**config.mk**
```make
export PLATFORM = sky130hd
export DESIGN_NAME = pwm_multicanal
export DESIGN_NICKNAME = d
export VERILOG_FILES = /design/src/rtl/pwm_multicanal.sv
export SDC_FILE = /design/constraint.sdc
export NUM_CORES = 1
export LEC_CHECK = 0
export ABC_AREA = 0
export CAP_MARGIN = 20
export CORE_ASPECT_RATIO = 1.5
export CORE_MARGIN = 2
export CORE_UTILIZATION = 40
export DETAILED_ROUTE_END_ITERATION = 16
export SETUP_SLACK_MARGIN = 0.3
export SYNTH_ARGS = -nofsm -noshare
export SYNTH_HDL_FRONTEND = slang
export SYNTH_SLANG_ARGS = --single-unit
```
**constraint.sdc**
```tcl
create_clock -name clk -period 5.5 [get_ports clk]
set_input_delay 0.825 -clock clk [delete_from_list [all_inputs] [get_ports clk]]
set_output_delay 0.825 -clock clk [all_outputs]
set_load 0.005 [all_outputs]
```
**src/rtl/pwm_multicanal.sv**
```systemverilog
// Multi-channel PWM with a shared edge/center-aligned counter.
// Duty and mode are double-buffered and switch only at a period boundary.
module pwm_multicanal #(
  parameter int CH     = 4,
  parameter int TP     = 8,
  parameter int N_BIT  = 14,
  parameter int SD     = 40,
  parameter int PERIOD = 10000
) (
  input  logic             clk,
  input  logic             rst_n,
  input  logic             en,
  input  logic             mode,
  input  logic             load,
  input  logic [CH*TP-1:0] duty_i,
  output logic [CH-1:0]    pwm,
  output logic             period_end,
  output logic [N_BIT-1:0] cnt_o
);

  localparam int W = TP + N_BIT;
  localparam logic [N_BIT-1:0] TOP = N_BIT'(PERIOD - 1);
  localparam logic [N_BIT-1:0] ONE = N_BIT'(1);
  localparam logic [W-1:0] PER_W = W'(PERIOD);
  localparam logic [W-1:0] SD_W = W'(SD);

  logic [N_BIT-1:0] cnt;
  logic [N_BIT-1:0] cnt_nx;
  logic             dir_dn;
  logic             dir_nx;
  logic             bnd;
  logic [CH*TP-1:0] pend_duty;
  logic [CH*TP-1:0] act_duty;
  logic             pend_mode;
  logic             act_mode;
  logic [CH-1:0]    cmp;
  logic [W-1:0]     prod [CH];
  logic [W-1:0]     thr  [CH];

  always_comb begin
    cnt_nx = cnt;
    dir_nx = dir_dn;
    bnd    = 1'b0;
    unique case (1'b1)
      !en: begin
        cnt_nx = '0;
        dir_nx = 1'b0;
      end
      en && !act_mode: begin
        if (cnt == TOP) begin
          cnt_nx = '0;
          bnd    = 1'b1;
        end else begin
          cnt_nx = cnt + ONE;
        end
      end
      en && act_mode && !dir_dn: begin
        if (cnt == TOP) begin
          cnt_nx = cnt - ONE;
          dir_nx = 1'b1;
        end else begin
          cnt_nx = cnt + ONE;
        end
      end
      en && act_mode && dir_dn: begin
        cnt_nx = cnt - ONE;
        if (cnt == ONE) begin
          bnd    = 1'b1;
          dir_nx = 1'b0;
        end
      end
    endcase
  end

  // Full-width product so large duties clamp instead of wrapping.
  always_comb begin
    for (int k = 0; k < CH; k++) begin
      prod[k] = W'(act_duty[k*TP +: TP]) * SD_W;
      thr[k]  = (prod[k] > PER_W) ? PER_W : prod[k];
      cmp[k]  = W'(cnt) < thr[k];
    end
  end

  always_ff @(posedge clk or negedge rst_n) begin
    if (!rst_n) begin
      cnt        <= '0;
      dir_dn     <= 1'b0;
      pend_duty  <= '0;
      act_duty   <= '0;
      pend_mode  <= 1'b0;
      act_mode   <= 1'b0;
      pwm        <= '0;
      period_end <= 1'b0;
    end else begin
      cnt        <= cnt_nx;
      dir_dn     <= dir_nx;
      period_end <= bnd;
      pwm        <= en ? cmp : '0;
      if (load) begin
        pend_duty <= duty_i;
        pend_mode <= mode;
      end
      if (!en || bnd) begin
        act_duty <= pend_duty;
        act_mode <= pend_mode;
      end
    end
  end

  assign cnt_o = cnt;

endmodule
```
==> reports/results.md, run 1 <==
| Step | Parameter | This run |
|---|---|---|
| sta | Worst slew margin relative to its limit | 0.353 |
| worst setup path | Category of the worst setup path launch point | flop |
| floorplan | Starting density of the core | 0.411 |
| logic synthesis | Post-synthesis instance total | 599 |
| layout | Leading cell type in the layout, fill and taps excluded | ha_1 |
| drt | Vias | 4830 |
| logic synthesis | Netlist area before placement | 6230 sq um |
| place | Weighted congestion at the end of routability-driven global placement | 0.859 |
| layout | Fillers | 1437 |
| layout | Fraction of final layout cells with drive strength greater than 1 | 0.148 |
| layout | Diodes inserted | 0 |
| sta | Period utilization | 0.802 |
| status | Result of the run | complete, no violations |
| logic synthesis | Count of synthesis-stage warnings from yosys | 0 |
| layout | Post-layout utilization of the core | 0.479 |
| layout | Layout Area Growth over Synthesis | 16.4% |
| drt | Vias per cell | 5.69 |
| power and ir drop | Total chip power | 2.51 mW |
| logic synthesis | Flops & latches, synth | 86 |
| drt | Final routed DRC violation total | 0 |
| sta | Unrepaired setup endpoints after global routing | false |
| clock tree | Number of hold-repair buffers added at the cts stage | 0 |
| clock tree | CTS H-Tree Depth | 3 |
| grt | Via count of the first global-routing pass | 5049 |
| clock tree | Master cell of the clock root buffer | clkbuf_16 |
| sta | Number of hold-slack violations in the final timing report | 0 |
| grt | Total GRT Usage | 0.175 |
| layout | Register area | 2150 sq um |
| sta | Final-layout setup total negative slack | 0 ps |
| grt | Wire length of the first global-routing pass | 23600 um |
| layout | Top library cells by usage in the layout, fill and taps aside | ha_1, dfrtp_1, mux2_2 |
| floorplan | Io pins | 56 |
| sta | Minimum period implied by the final worst setup slack | 4410 ps |
| logic synthesis | Number of distinct library cell variants in the gate-level netlist after synthesis | 66 |
| drt | Number of iterations in the first detailed-routing pass | 4 |
| layout | Number of nets in the layout | 778 |
| sta | Maximum achievable frequency | 227 MHz |
| sta | Pins Over Slew Limit | 0 |
| worst setup path | Data arrival at the endpoint of the critical path | 4670 ps |
| sta | Final setup violation count | 0 |
| clock tree | Worst-skew pair later-pin latency | 340 ps |
| grt | Maximum number of pins on one net before global-route repair | 52 |
| clock tree | Clock Sink Count | 86 |
| drt | Number of design-rule violations left by the first detailed-router iteration | 130 |
| place | Number of placed cells counting well taps | 833 |
| clock tree | Clock tree from TritonCTS | built |
| floorplan | Standard-cell row count | 55 |
| floorplan | Floorplan die area | 16600 sq um |
| layout | Footprint of the multi-input gates | 3940 sq um |
| clock tree | Number of post-CTS setup repair buffers | 0 |
| logic synthesis | Number of nets in the synthesized netlist | 731 |
| worst setup path | Top fanout value on the critical path | 5 |
| worst setup path | Worst R2R End | pwm[3]$_DFF_PN0_ |
| power and ir drop | Power density over cell area | 346 nW/um^2 |
| worst setup path | R2r worst-path depth | 16 |
| clock tree | Clock Path Buffers | 2 |
| worst setup path | Required time worst endpoint | 5760 ps |
| floorplan | Area of the core | 15100 sq um |
| clock tree | Number of instances resized during post-cts repair | 0 |
| grt | Sum of overflow across all layers after global routing | 0 |
| place | Count of port buffers added during placement | 55 |
| logic synthesis | Syn Area/Cell | 10.4 sq um |
| logic synthesis | Number of enable flip-flop cells after synthesis | 0 |
| worst setup path | Endpoint type of the worst setup path | flop |
| clock tree | Clock buffers created by TritonCTS | 9 |
| power and ir drop | VDD IR max | 0.164 mV |
| sta | Clk_skew | 8.26 ps |
| worst setup path | Worst reg-to-reg setup slack | 1090 ps |
| hold path | Hold/Removal Path Class | primary input to async pin |
| sta | Actual transition at the worst max-transition pin | 968 ps |
| clock tree | Post-CTS clock slew at the launch and capture registers of the worst setup and hold paths | 60 ps |
| logic synthesis | Fraction of registers with async set/reset | 1.00 |
| drt | Total routed wirelength | 13700 um |
| grt | Antenna violations before repair | 0 |
| power and ir drop | Static leakage | 3.26 nW |
| worst setup path | Worst setup path category | flop to flop |
| drt | Number of nets with antenna violations after detailed routing | 0 |
| flow run | Number of max-cap violations | 0 |
| logic synthesis | Top_reg_cell synth | dfrtp_1 |
| worst setup path | Critical R2R Launch | act_duty[25]$_DFFE_PN0P_ |
| logic synthesis | Part of the Yosys area used for sequential elements | 0.346 |
| floorplan | Chip Width | 106 um |
| layout | Layout Cells excl Fill | 849 |
| floorplan | Vertical die dimension | 157 um |
| drt | Detailed-route wire length per cell | 16.1 um |
| place | Final HPWL DP | 10200 um |
-- layer usage --
layer  up-vias  global-route usage  share of wire  wire, um
met2        83               0.336           0.53      7260
met1      2367               0.194           0.42      5810
met5         -                   0              0         0
li1       2363                   -              -         -
met3        17              0.0254          0.027       375
met4         0              0.0576          0.016       225
-- power by group --
group | total [mW] | switching, mW | internal, mW
clock network | 0.665 | 0.246 | 0.419
logic | 1.04 | 0.543 | 0.502
registers | 0.796 | 0.0908 | 0.705
-- cells in the mapped netlist, types with 3 or more instances --
library cell | count | area [sq um]
nand2_1 | 27 | 101
dfrtp_1 | 86 | 2150
ha_1 | 91 | 1140
o31ai_1 | 3 | 22.5
inv_1 | 5 | 18.8
nand4_1 | 14 | 87.6
and3_1 | 6 | 37.5
buf_6 | 4 | 45.0
o21a_1 | 3 | 22.5
a22oi_1 | 3 | 22.5
o21ai_0 | 38 | 190
o22ai_1 | 4 | 25.0
xnor2_1 | 11 | 96.3
and2_1 | 5 | 31.3
nand2b_1 | 13 | 81.3
a21o_1 | 13 | 97.6
a2111oi_0 | 5 | 43.8
nor2_1 | 46 | 173
nor4_1 | 3 | 18.8
nor3_1 | 13 | 65.1
a211o_1 | 6 | 52.6
nand3_1 | 7 | 35.0
fa_1 | 4 | 80.1
a31oi_1 | 7 | 43.8
a221oi_1 | 4 | 35.0
clkbuf_1 | 13 | 48.8
mux2_2 | 63 | 709
a21oi_1 | 33 | 165
o211ai_1 | 5 | 37.5
a211oi_1 | 9 | 67.6
xor2_1 | 3 | 26.3
nor2b_1 | 9 | 56.3
-- final cells by class --
type,instances,area share
sequential,86,0.297
clock buffer,11,0.0349
tap,199,0.0343
multi-input combinational,486,0.543
clock inverter,4,0.00967
inverter,5,0.00259
timing repair buffer,58,0.0787
-- stage by stage --
step	area, sq um	hold slack [ps]	setup WS [ps]
after floorplan	6230	450	1550
after global placement	6920	483	1310
after detailed placement	6920	489	1110
after CTS	7240	461	1090
after global routing	7250	477	649
final	7250	438	1090
-- state kept, by name, summed over array words and instances, names as in the netlist --
register / flops
act_duty: 32
pend_duty: 32
cnt_o: 14
pwm: 4
act_mode: 1
dir_dn: 1
pend_mode: 1
period_end: 1
-- how the worst max path moves through the flow --
stage / from / end / slack (ps) / cells past startpoint
floorplan: act_duty[25]$_DFFE_PN0P_ / pwm[3]$_DFF_PN0_ / 1550 / 16
global placement: act_duty[25]$_DFFE_PN0P_ / pwm[3]$_DFF_PN0_ / 1310 / 16
CTS: act_duty[25]$_DFFE_PN0P_ / pwm[3]$_DFF_PN0_ / 1090 / 16
finish: act_duty[25]$_DFFE_PN0P_ / pwm[3]$_DFF_PN0_ / 1090 / 16
global route: act_duty[25]$_DFFE_PN0P_ / pwm[3]$_DFF_PN0_ / 650 / 16
detailed placement: act_duty[25]$_DFFE_PN0P_ / pwm[3]$_DFF_PN0_ / 1110 / 16
-- cells by family after synthesis --
group / after synthesis / synth area share
DFF: 86 / 0.346
adders and majority gates: 95 / 0.196
buffers and inverters: 27 / 0.0223
AOI/OAI and AO/OA: 155 / 0.166
and+or+nand+nor: 156 / 0.131
xor gates and xnor gates: 14 / 0.0197
muxes: 66 / 0.120
-- worst max-delay path: stages (launching register included) --
cell	delay, ps
dfrtp_1	420
ha_1	320
ha_1	230
fa_1	410
a211o_1	340
o21ai_0	120
xnor2_1	210
nand2_1	110
o211ai_1	370
nor2_1	90
ha_1	320
a2111oi_0	360
o21ai_0	140
a31o_2	260
a211oi_1	330
o31a_1	190
o21bai_1	100
No activity file was read; power rests on OpenSTA's default activity.
==> inputs of run 2 (changes only) <==
==> constraint.sdc (replaced) <==
create_clock -name clk -period 4.25 [get_ports clk]
set_input_delay 0.6375 -clock clk [delete_from_list [all_inputs] [get_ports clk]]
set_output_delay 0.6375 -clock clk [all_outputs]
set_load 0.005 [all_outputs]
==> run 2 against run 1 <==
Effect of this change: combinational power rose by 47%; sequential cell count did not move; first-iteration DRC count rose by 32%; total power rose by 39%; die area did not move; worst setup slack got worse by 770 ps; largest power group unchanged; highest routed layer unchanged.
==> reports/results.md, run 2 (synthesized netlist as in run 1, its figures left out) <==
| Step | Parameter | This run |
|---|---|---|
| status | Result of the run | complete, no violations |
| sta | Unrepaired setup endpoints after global routing | true |
| layout | Fraction of final layout cells with drive strength greater than 1 | 0.197 |
| floorplan | Starting density of the core | 0.411 |
| sta | Number of hold-slack violations in the final timing report | 0 |
| place | Final HPWL DP | 10100 um |
| sta | Actual transition at the worst max-transition pin | 1080 ps |
| flow run | Number of max-cap violations | 0 |
| place | Weighted congestion at the end of routability-driven global placement | 0.852 |
| grt | Global routing usage on met2 | 0.330 |
| grt | Global routing's busiest layer | met2 |
| worst setup path | Data arrival at the endpoint of the critical path | 4180 ps |
| grt | GR Util met3 | 0.0296 |
| clock tree | Clock buffers created by TritonCTS | 9 |
| grt | Sum of overflow across all layers after global routing | 0 |
| hold path | Hold/Removal Path Class | primary input to async pin |
| floorplan | Vertical die dimension | 157 um |
| layout | Layout Area Growth over Synthesis | 20.9% |
| clock tree | Clock Sink Count | 86 |
| drt | Detailed-route wire length per cell | 16.4 um |
| sta | Period utilization | 0.924 |
| drt | Number of iterations in the first detailed-routing pass | 4 |
| sta | Final-layout setup total negative slack | 0 ps |
| drt | Vias per cell | 5.76 |
| floorplan | Standard-cell row count | 55 |
| worst setup path | Category of the worst setup path launch point | flop |
| layout | Top library cells by usage in the layout, fill and taps aside | ha_1, dfrtp_1, mux2_2 |
| clock tree | Clock tree from TritonCTS | built |
| floorplan | Chip Width | 106 um |
| floorplan | Floorplan die area | 16600 sq um |
| worst setup path | Worst setup path category | flop to flop |
| layout | Diodes inserted | 0 |
| sta | Clk_skew | 7.07 ps |
| worst setup path | Top fanout value on the critical path | 3 |
| worst setup path | Endpoint type of the worst setup path | flop |
| layout | Number of nets in the layout | 791 |
| layout | Leading cell type in the layout, fill and taps excluded | ha_1 |
| sta | Final setup violation count | 0 |
| clock tree | Clock Path Buffers | 2 |
| sta | Pins Over Slew Limit | 0 |
| sta | Worst slew margin relative to its limit | 0.278 |
| power and ir drop | Power density over cell area | 463 nW/um^2 |
| grt | Total GRT Usage | 0.176 |
| clock tree | Post-CTS clock slew at the launch and capture registers of the worst setup and hold paths | 60 ps |
| drt | Total routed wirelength | 14200 um |
| grt | GR Util met1 | 0.197 |
| drt | Vias | 4968 |
| grt | Via count of the first global-routing pass | 4986 |
| power and ir drop | VDD IR max | 0.241 mV |
| clock tree | CTS H-Tree Depth | 3 |
| clock tree | Worst-skew pair later-pin latency | 340 ps |
| drt | Number of design-rule violations left by the first detailed-router iteration | 172 |
| grt | Antenna violations before repair | 0 |
| worst setup path | Required time worst endpoint | 4510 ps |
| drt | Final routed DRC violation total | 0 |
| sta | Post-Route Hold Slack | 371 ps |
| power and ir drop | Static leakage | 3.35 nW |
| sta | Maximum achievable frequency | 255 MHz |
| drt | Number of nets with antenna violations after detailed routing | 0 |
| sta | Minimum period implied by the final worst setup slack | 3930 ps |
| power and ir drop | Total chip power | 3.48 mW |
| place | Number of placed cells counting well taps | 835 |
| floorplan | Area of the core | 15100 sq um |
| floorplan | Io pins | 56 |
| clock tree | Master cell of the clock root buffer | clkbuf_16 |
| grt | Maximum number of pins on one net before global-route repair | 59 |
| grt | Wire length of the first global-routing pass | 23600 um |
| layout | Layout Cells excl Fill | 863 |
| place | Count of port buffers added during placement | 55 |
run 2: cell count changes in the layout (fill, tap and decap cells not counted), moves of 3 or more:
cell	previous run	this run
a211oi_1	9	5
a211oi_2	0	3
buf_4	4	17
ha_1	91	88
ha_4	0	3
o21ai_0	38	33
o21ai_2	0	3
run 2: worst paths after layout:
path                            cells past startpoint                   endpoint                      from  slack (ps)
worst max-delay path                               16           pwm[3]$_DFF_PN0_  act_duty[27]$_DFFE_PN0P_         320
worst min-delay path                                1  pend_duty[16]$_DFFE_PN0P_                     rst_n         370
worst max register to register                     16           pwm[3]$_DFF_PN0_  act_duty[27]$_DFFE_PN0P_         320
worst min register to register                      1    act_duty[2]$_DFFE_PN0P_  pend_duty[2]$_DFFE_PN0P_         500
max in group asynchronous                           2    act_duty[6]$_DFFE_PN0P_                     rst_n        2970
min in group clk                                    1    act_duty[2]$_DFFE_PN0P_  pend_duty[2]$_DFFE_PN0P_         500
run 2: critical path, cell delays in order, from the launching register on:
cell and delay, ps:
dfrtp_1 430, ha_4 300, ha_4 140, fa_2 460
a211o_1 300, o21ai_2 120, nor3_2 60, a31oi_1 210
o211ai_1 150, nor2_1 140, ha_1 290, a2111oi_4 300
o21ai_1 100, a31o_2 260, a211oi_2 270, o31a_1 190
o21bai_1 110
run 2: routing by layer:
layer	share of wire	vias up
met5	0	-
met4	0.023	0
met3	0.037	24
met2	0.53	110
met1	0.41	2449
li1	-	2385
run 2: layout make-up:
class	instances	area, sq um
clock inverters	5	106
well taps	199	249
inverters	5	18.8
flip-flops and latches	86	2150
multi-input cells	486	4090
fillers	1406	7610
repair buffers	71	668
clock buffers	11	243
run 2: repair_timing:
| item | in CTS | in global routing |
|---|---|---|
| setup buffers | 5 | 7 |
| pin swaps | 7 | 17 |
| hold buffers | 0 | 0 |
| endpoints found under the setup margin | 3 | 4 |
| gates resized for setup | 8 | 23 |
| hold endpoints to repair | 0 | 0 |
run 2: power by group:
| group | switching (mW) | total (mW) | internal [mW] |
|---|---|---|---|
| sequential | 0.119 | 1.03 | 0.912 |
| combinational | 0.782 | 1.53 | 0.753 |
| clock | 0.326 | 0.917 | 0.592 |
run 2: per-stage QoR:
step                      worst slack (ps)  cell area (sq um)   util
after floorplan                        313               6230      -
final                                  324               7530  0.497
after global routing                   132               7530  0.497
after global placement                 257               6930  0.458
after CTS                              268               7350  0.485
after detailed placement              8.87               6930  0.458
==> inputs of run 3 (changes only) <==
--- a/config.mk
+++ b/config.mk
@@ -11,6 +11,8 @@
 export CORE_MARGIN = 2
 export CORE_UTILIZATION = 40
 export DETAILED_ROUTE_END_ITERATION = 16
+export DONT_BUFFER_PORTS = 1
+export GPL_TIMING_DRIVEN = 0
 export SETUP_SLACK_MARGIN = 0.3
 export SYNTH_ARGS = -nofsm -noshare
 export SYNTH_HDL_FRONTEND = slang
==> run 3 against run 2 <==
Effect of this change: clock power decreased by 8.3%; clock-buffer cell count unchanged; design area decreased by 5.1%; routed wire length increased by 5.7%; sequential share of layout area increased by 1.6 points; first-iteration DRC count decreased by 26%; critical path type unchanged; sequential power about the same; combinational power about the same; worst setup slack got worse by 14 ps; critical path depth unchanged; maximum frequency decreased by 0.36%.
==> reports/results.md, run 3 (synthesized netlist as in run 1, its figures left out) <==
| Step | Parameter | This run |
|---|---|---|
| sta | Pins Over Slew Limit | 0 |
| layout | Layout Area Growth over Synthesis | 14.8% |
| floorplan | Starting density of the core | 0.411 |
| place | Count of port buffers added during placement | 0 |
| worst setup path | Data arrival at the endpoint of the critical path | 4200 ps |
| floorplan | Area of the core | 15100 sq um |
| hold path | Hold/Removal Path Class | primary input to async pin |
| worst setup path | Required time worst endpoint | 4510 ps |
| drt | Vias per cell | 5.77 |
| layout | Number of nets in the layout | 755 |
| sta | Clk_skew | 8.67 ps |
| clock tree | Worst-skew pair later-pin latency | 340 ps |
| sta | Number of hold-slack violations in the final timing report | 0 |
| layout | Leading cell type in the layout, fill and taps excluded | ha_1 |
| drt | Number of design-rule violations left by the first detailed-router iteration | 128 |
| drt | Number of iterations in the first detailed-routing pass | 4 |
| power and ir drop | Fraction of power consumed by the clock network | 0.247 |
| power and ir drop | Reg power frac | 0.298 |
| floorplan | Io pins | 56 |
| drt | Number of nets with antenna violations after detailed routing | 0 |
| flow run | Number of max-cap violations | 0 |
| worst setup path | Worst setup path category | flop to flop |
| sta | Post-Route Hold Slack | 211 ps |
| grt | Wire length of the first global-routing pass | 24500 um |
| worst setup path | Category of the worst setup path launch point | flop |
| layout | Diodes inserted | 0 |
| clock tree | Master cell of the clock root buffer | clkbuf_16 |
| layout | Top library cells by usage in the layout, fill and taps aside | ha_1, dfrtp_1, mux2_2 |
| sta | Unrepaired setup endpoints after global routing | true |
| layout | Fraction of final layout cells with drive strength greater than 1 | 0.231 |
| grt | Sum of overflow across all layers after global routing | 0 |
| sta | Final setup violation count | 0 |
| floorplan | Vertical die dimension | 157 um |
| power and ir drop | Total internal power | 2.15 mW |
| drt | Final routed DRC violation total | 0 |
| power and ir drop | Switching Fraction | 0.370 |
| clock tree | Clock buffers created by TritonCTS | 9 |
| floorplan | Chip Width | 106 um |
| place | Weighted congestion at the end of routability-driven global placement | 0.895 |
| floorplan | Floorplan die area | 16600 sq um |
| sta | Actual transition at the worst max-transition pin | 926 ps |
| clock tree | Clock tree from TritonCTS | built |
| worst setup path | Top fanout value on the critical path | 4 |
| place | Final HPWL DP | 11000 um |
| sta | Minimum period implied by the final worst setup slack | 3940 ps |
| clock tree | Clock Sink Count | 86 |
| grt | Maximum number of pins on one net before global-route repair | 87 |
| grt | Antenna violations before repair | 0 |
| status | Result of the run | complete, no violations |
| power and ir drop | Sw Pwr | 1.26 mW |
| power and ir drop | VDD IR max | 0.211 mV |
| floorplan | Standard-cell row count | 55 |
| power and ir drop | Power density over cell area | 476 nW/um^2 |
| power and ir drop | Proportion of power drawn by combinational gates | 0.455 |
| drt | Vias | 4769 |
| layout | Post-layout utilization of the core | 0.472 |
| grt | Total GRT Usage | 0.186 |
| sta | Maximum achievable frequency | 254 MHz |
| sta | Worst slew margin relative to its limit | 0.383 |
| worst setup path | Endpoint type of the worst setup path | flop |
| power and ir drop | Static leakage | 3.18 nW |
| clock tree | Post-CTS clock slew at the launch and capture registers of the worst setup and hold paths | 70 ps |
| sta | Period utilization | 0.927 |
| clock tree | CTS H-Tree Depth | 3 |
| drt | Total routed wirelength | 15000 um |
| grt | Via count of the first global-routing pass | 5010 |
| clock tree | Clock Path Buffers | 2 |
| drt | Detailed-route wire length per cell | 18.1 um |
-- run 3: cell count changes in the layout (fill, tap and decap cells not counted), moves of 4 or more --
cell	delta
clkdlybuf4s50_1	-54
clkbuf_1	+14
buf_4	-4
buf_6	+4
-- run 3: per-stage QoR --
stage / worst slack, ps / cells / setup TNS [ps] / power, mW / cell area, sq um
finish: 309 / 827 / 0 / 3.40 / 7150
global route: 52.1 / 827 / 0 / 3.67 / 7150
CTS: 267 / 822 / 0 / 3.27 / 6920
detailed placement: -172 / 798 / -172 / 2.34 / 6480
global placement: -88.9 / 798 / -88.9 / 2.28 / 6480
floorplan: 313 / 599 / 0 / 2.05 / 6230
-- run 3: power by group through the flow --
stage               logic (mW)  registers, mW  clock network [mW]
global placement          1.26           1.02                   0
detailed placement        1.31           1.03                   0
finish                    1.55           1.01               0.841
global route              1.74           1.03               0.898
CTS                       1.40           1.01               0.862
floorplan                 1.07          0.986                   0
-- run 3: layout make-up --
class,instances,area (sq um)
Buffer,22,120
Clock inverter,5,83.8
Clock buffer,11,233
Timing Repair Buffer,13,118
Multi-Input combinational cell,486,4170
Sequential cell,86,2150
Tap cell,199,249
Fill cell,1433,7990
Inverter,5,18.8
-- run 3: worst paths after layout --
check / start / end / slack [ps] / depth (start not counted)
max: act_duty[24]$_DFFE_PN0P_ / pwm[3]$_DFF_PN0_ / 310 / 16
min: rst_n / act_duty[24]$_DFFE_PN0P_ / 210 / 1
max reg2reg: act_duty[24]$_DFFE_PN0P_ / pwm[3]$_DFF_PN0_ / 310 / 16
min reg2reg: pend_mode$_DFFE_PN0P_ / act_mode$_DFFE_PN0P_ / 490 / 2
max in group asynchronous: rst_n / act_duty[27]$_DFFE_PN0P_ / 3680 / 1
min in group clk: duty_i[20] / pend_duty[20]$_DFFE_PN0P_ / 450 / 1
-- run 3: per-layer routing --
layer / vias to the layer above / track usage / wire length (um)
met1: 2322 / 0.205 / 6040
met3: 33 / 0.0312 / 530
met4: 0 / 0.0952 / 546
li1: 2315 / - / -
met2: 99 / 0.342 / 7880
met5: - / 0 / 0
-- run 3: critical path: stages, from the launching register on --
cell	delay, ps
dfrtp_1	430
ha_1	250
ha_4	180
fa_2	360
a211o_1	360
a211oi_2	200
o221a_2	210
a31oi_1	50
o211ai_1	140
nor2_1	110
ha_1	340
a2111oi_2	340
o21ai_1	120
a31o_2	230
a211oi_4	270
nand4b_1	110
o21bai_1	160
-- run 3: what timing repair did --
item / 4_1_cts / 5_1_grt
endpoints found under the setup margin: 3 / 4
gates cloned: 0 / 0
buffers inserted: 7 / 5
pin swaps: 9 / 26
hold endpoints to repair: 86 / 0
hold buffers: 1 / 0
gates resized for setup: 14 / 35
